<file path="src/rtl/bcd_multi_cnt.sv">
// N-digit packed BCD up/down counter with programmable limits, wrap/stop policy,
// one-cycle carry pulse for cascading and a sticky done flag for timers.
module bcd_multi_cnt #(
   parameter int                  DIGITS    = 2,
   parameter logic [4*DIGITS-1:0] RST_VALUE = '0
) (
   input  logic                  clk,
   input  logic                  rst,
   input  logic                  en,
   input  logic                  dir,
   input  logic                  wrap,
   input  logic                  load,
   input  logic [4*DIGITS-1:0]   load_value,
   input  logic [4*DIGITS-1:0]   limit_lo,
   input  logic [4*DIGITS-1:0]   limit_hi,
   output logic [4*DIGITS-1:0]   value,
   output logic                  carry,
   output logic                  at_limit,
   output logic                  done
);

   localparam int W = 4 * DIGITS;

   logic [W-1:0] value_q, value_d;
   logic         carry_q, carry_d;
   logic         done_q, done_d;
   logic         terminal;

   // Ripple a +/-1 through the digits; a digit that rolls over passes the carry/borrow on.
   function automatic logic [W-1:0] bcd_step(input logic [W-1:0] v, input logic up);
      logic [W-1:0] r;
      logic         c;
      logic [3:0]   d;
      r = v;
      c = 1'b1;
      for (int i = 0; i < DIGITS; i++) begin
         d = v[4*i +: 4];
         if (c) begin
            if (up) begin
               if (d >= 4'd9) r[4*i +: 4] = 4'd0;
               else begin
                  r[4*i +: 4] = d + 4'd1;
                  c = 1'b0;
               end
            end else begin
               if (d == 4'd0) r[4*i +: 4] = 4'd9;
               else begin
                  r[4*i +: 4] = d - 4'd1;
                  c = 1'b0;
               end
            end
         end
      end
      return r;
   endfunction

   function automatic logic [W-1:0] bcd_clamp(input logic [W-1:0] v);
      logic [W-1:0] r;
      r = v;
      for (int i = 0; i < DIGITS; i++) begin
         if (v[4*i +: 4] > 4'd9) r[4*i +: 4] = 4'd9;
      end
      return r;
   endfunction

   // Out-of-range values in the counting direction count as terminal.
   assign terminal = dir ? (value_q >= limit_hi) : (value_q <= limit_lo);

   always_comb begin
      // NOTE: every next-state signal gets a default first so no path leaves it unassigned (no latch).
      value_d = value_q;
      carry_d = 1'b0;
      done_d  = done_q;
      if (load) begin
         value_d = bcd_clamp(load_value);
         done_d  = 1'b0;
      end else if (en) begin
         if (!terminal) begin
            value_d = bcd_step(value_q, dir);
         end else if (wrap) begin
            value_d = dir ? limit_lo : limit_hi;
            carry_d = 1'b1;
         end else begin
            done_d = 1'b1;
         end
      end
   end

   // NOTE: state registers use non-blocking assignments so all flops update together at the edge.
   always_ff @(posedge clk) begin
      if (rst) begin
         value_q <= RST_VALUE;
         carry_q <= 1'b0;
         done_q  <= 1'b0;
      end else begin
         value_q <= value_d;
         carry_q <= carry_d;
         done_q  <= done_d;
      end
   end

   assign value    = value_q;
   assign carry    = carry_q;
   assign done     = done_q;
   assign at_limit = dir ? (value_q == limit_hi) : (value_q == limit_lo);

endmodule

</file>
<file path="config.mk">
export PLATFORM = sky130hd
export DESIGN_NAME = bcd_multi_cnt
export DESIGN_NICKNAME = d
export VERILOG_FILES = /design/src/rtl/bcd_multi_cnt.sv
export SDC_FILE = /design/constraint.sdc
export NUM_CORES = 1
export LEC_CHECK = 0
export ABC_AREA = 1
export CAP_MARGIN = 10
export CORE_UTILIZATION = 53
export CTS_CLUSTER_DIAMETER = 50
export DETAILED_ROUTE_END_ITERATION = 16
export PLACE_DENSITY = 0.86
export SETUP_SLACK_MARGIN = 0.5
export SYNTH_ARGS = -nofsm -noshare
export SYNTH_HDL_FRONTEND = slang
export SYNTH_SLANG_ARGS = --single-unit
</file>
<file path="constraint.sdc">
create_clock -name clk -period 3.4 [get_ports clk]
set_input_delay 0.51 -clock clk [delete_from_list [all_inputs] [get_ports clk]]
set_output_delay 0.51 -clock clk [all_outputs]
set_load 0.02 [all_outputs]
</file>
==> impl_metrics.csv <==
group,metric,value,unit
drt,first_pass_iters,4,
global_route,grt_pass1_vias,1614,
drt,wl_per_cell,11.0,um
critical_path,crit_type,"input port to output pin",
synth,syn_area,1550,sq um
synth,synthFlopType,"dfxtp_1",
power,power_density,316,nW/um^2
synth,seq_area_frac_synth,12.9,%
drt,drt-total-wl,3760,um
job,drv_cap,0,
final_layout,layout_common_cells,"nand2_1 (66), inv_1 (45), clkdlybuf4s50_1 (39)",
power,p_sw,0.281,mW
clocking,htreeDepth,1,
global_route,grt_pass1_wl,6580,um
final_layout,final_net_count,365,
sta,max_freq,0.400,GHz
synth,yosys.area_share.adder,17.7,%
synth,synthCells,271,
synth,synth-compound-area-share,11.4,%
sta,min_period,2.50,ns
power,sw_frac_of_total,44.1,%
clocking,cts_tree,"yes",
clocking,clk_pin_slew,0.07,ns
sta,setup_tns,0,ns
die,die_w,56.1,um
final_layout,drive_above_1_share,6.41,%
power,irDropWorstVdd,0.000451,V
die,io_pins,41,
die,num_rows,19,
power,p_total,0.638,mW
critical_path,end_kind,"output pin",
die,start_util,56.3,%
place,hpwl,3000,um
synth,async_flop_share,0,%
clocking,cts_num_sinks,10,
drt,via_per_inst,5.11,
global_route,overflow,0,
final_layout,layout_commonest_cell,"nand2_1",
critical_path,crit_arrival,1.99,ns
sta,finalSetupViolCount,0,
clocking,root_buffer,"clkbuf_4",
power,p_comb_share,57.6,%
synth,synth_top_family_by_area,"simple AND/OR/NAND/NOR gates",
global_route,grt_use_total,25.7,%
critical_path,critPathLaunchType,"input port",
sta,slew-limit-headroom,73.4,%
synth,synth_xor_area_share,2.26,%
power,intPower,0.356,mW
worst_hold_path,hold_class,"flip-flop to flip-flop",
final_layout,register_area,200,sq um
synth,yosysUniqueCellTypes,27,
sta,worst_slew_pin_slew,0.398,ns
synth,synthSimpleGateAreaFrac,41.2,%
critical_path,cp_max_fo,3,
die,core-area,2760,sq um
final_layout,multiInputGateArea,1140,sq um
global_route,antenna_found_initial,0,
clocking,insertion_delay,0.27,ns
synth,ys_ff_latch,10,
power,p_seq_share,25.3,%
critical_path,required,2.89,ns
sta,rsz0062_at_grt,"false",
die,die_h,56.1,um
final_layout,diodes,0,
sta,skew,0.00462,ns
global_route,grt_max_degree,14,
drt,ant_nets,0,
drt,drt_iter0_markers,78,
power,p_clk_share,17.1,%
synth,synth-edff-count,0,
synth,synth_area_per_cell,5.73,sq um
status,status,"completed",
synth,syn_nets,323,
final_layout,nFillCells,260,
drt,drc,0,
power,p_leak,1.10,nW
die,die_area,3150,sq um
clocking,clock_path_buffers,2,
final_layout,area_growth,30.0,%
synth,synth.area.mux_share,0.645,%
drt,vias,1753,
clocking,cts-buffers-inserted,3,
place,io_buffers,40,
sta,timing_hold_violations_final,0,
place,gp_congestion,0.888,
sta,min_period_over_period,73.5,%
sta,drv_slew,0,
synth,synth_warnings,0,
-- worst max-delay path, cell delays in order --
cell	delay, ns
clkdlybuf4s50_1	0.45
inv_1	0.05
ha_1	0.29
nand2_2	0.08
nor2_4	0.12
nand3b_1	0.09
nand2_2	0.08
nand2_1	0.05
inv_1	0.04
dlymetal6s2s_1	0.21
-- cell usage after synthesis, types with 2 or more instances --
cell type / instances / area share [%]
nand3_2: 2 / 1.3
nand2_4: 2 / 1.5
o21ai_1: 3 / 0.97
clkbuf_1: 3 / 0.73
nand2_2: 4 / 1.6
dfxtp_1: 10 / 13
inv_2: 4 / 0.97
xnor2_1: 2 / 1.1
ha_1: 22 / 18
a21oi_1: 10 / 3.2
nor2_1: 34 / 8.2
nand2_1: 66 / 16
nand3_1: 32 / 10
o21ai_0: 19 / 6.1
inv_1: 45 / 11
xor2_1: 2 / 1.1
-- layer usage --
metal,vias up,global-route usage [%],share of wire (%)
li1,941,-,-
met3,0,4.65,4.0
met2,42,47.4,50
met1,770,31.9,46
met4,0,2.09,0
met5,-,0,0
-- power groups by stage --
stage / combinational [mW] / clock (mW) / sequential (mW)
after CTS: 0.367 / 0.110 / 0.161
final: 0.368 / 0.109 / 0.161
after global routing: 0.423 / 0.116 / 0.164
after global placement: 0.358 / 0 / 0.164
after detailed placement: 0.364 / 0 / 0.164
after floorplan: 0.242 / 0 / 0.171
-- through the flow --
step	instance area (sq um)	hold WS, ns	cells	worst slack [ns]	utilization [%]
2_1_floorplan	1550	0.524	271	1.42	-
4_1_cts	2020	0.452	343	0.508	73.1
3_5_place_dp	1980	0.442	339	0.520	71.8
6_report	2020	0.453	343	0.902	73.2
5_1_grt	2020	0.484	343	0.804	73.2
3_3_place_gp	1980	0.443	339	0.539	71.8
-- cells by family (layout without fill, tap and decap cells) --
kind of cell,after synthesis,in the layout
xor+xnor,4,4
simple gates,145,145
mux,1,1
flops,10,10
buf+inv,55,96
fa+ha+maj,22,22
compound gates,34,34
-- worst paths after layout --
check | to | depth (start not counted) | slack (ns) | from
max | at_limit | 10 | 0.90 | limit_lo[7]
min | done$_SDFFE_PP0P_ | 2 | 0.45 | done$_SDFFE_PP0P_
min reg2reg | done$_SDFFE_PP0P_ | 2 | 0.45 | done$_SDFFE_PP0P_
max reg2reg | value[5]$_SDFFE_PP0P_ | 14 | 1.31 | value[0]$_SDFFE_PP0P_
-- sequential cells by signal, indices dropped and copies added, names as in the netlist --
register	count
carry	1
done	1
value	8
-- what timing repair did --
| action | in CTS | in global routing |
|---|---|---|
| setup endpoints to repair | 0 | 1 |
| endpoints found under the hold margin | 0 | 0 |
| setup buffers | 0 | 0 |
| hold buffers | 0 | 0 |
| gates resized for setup | 0 | 1 |
-- layout make-up --
type	count	area share, %
Sequential cell	10	9.92
Inverter	50	9.30
Clock buffer	4	1.80
Tap cell	31	1.92
Multi-Input combinational cell	206	56.4
Timing Repair Buffer	42	20.7
Power figures use the tool's default switching activity.
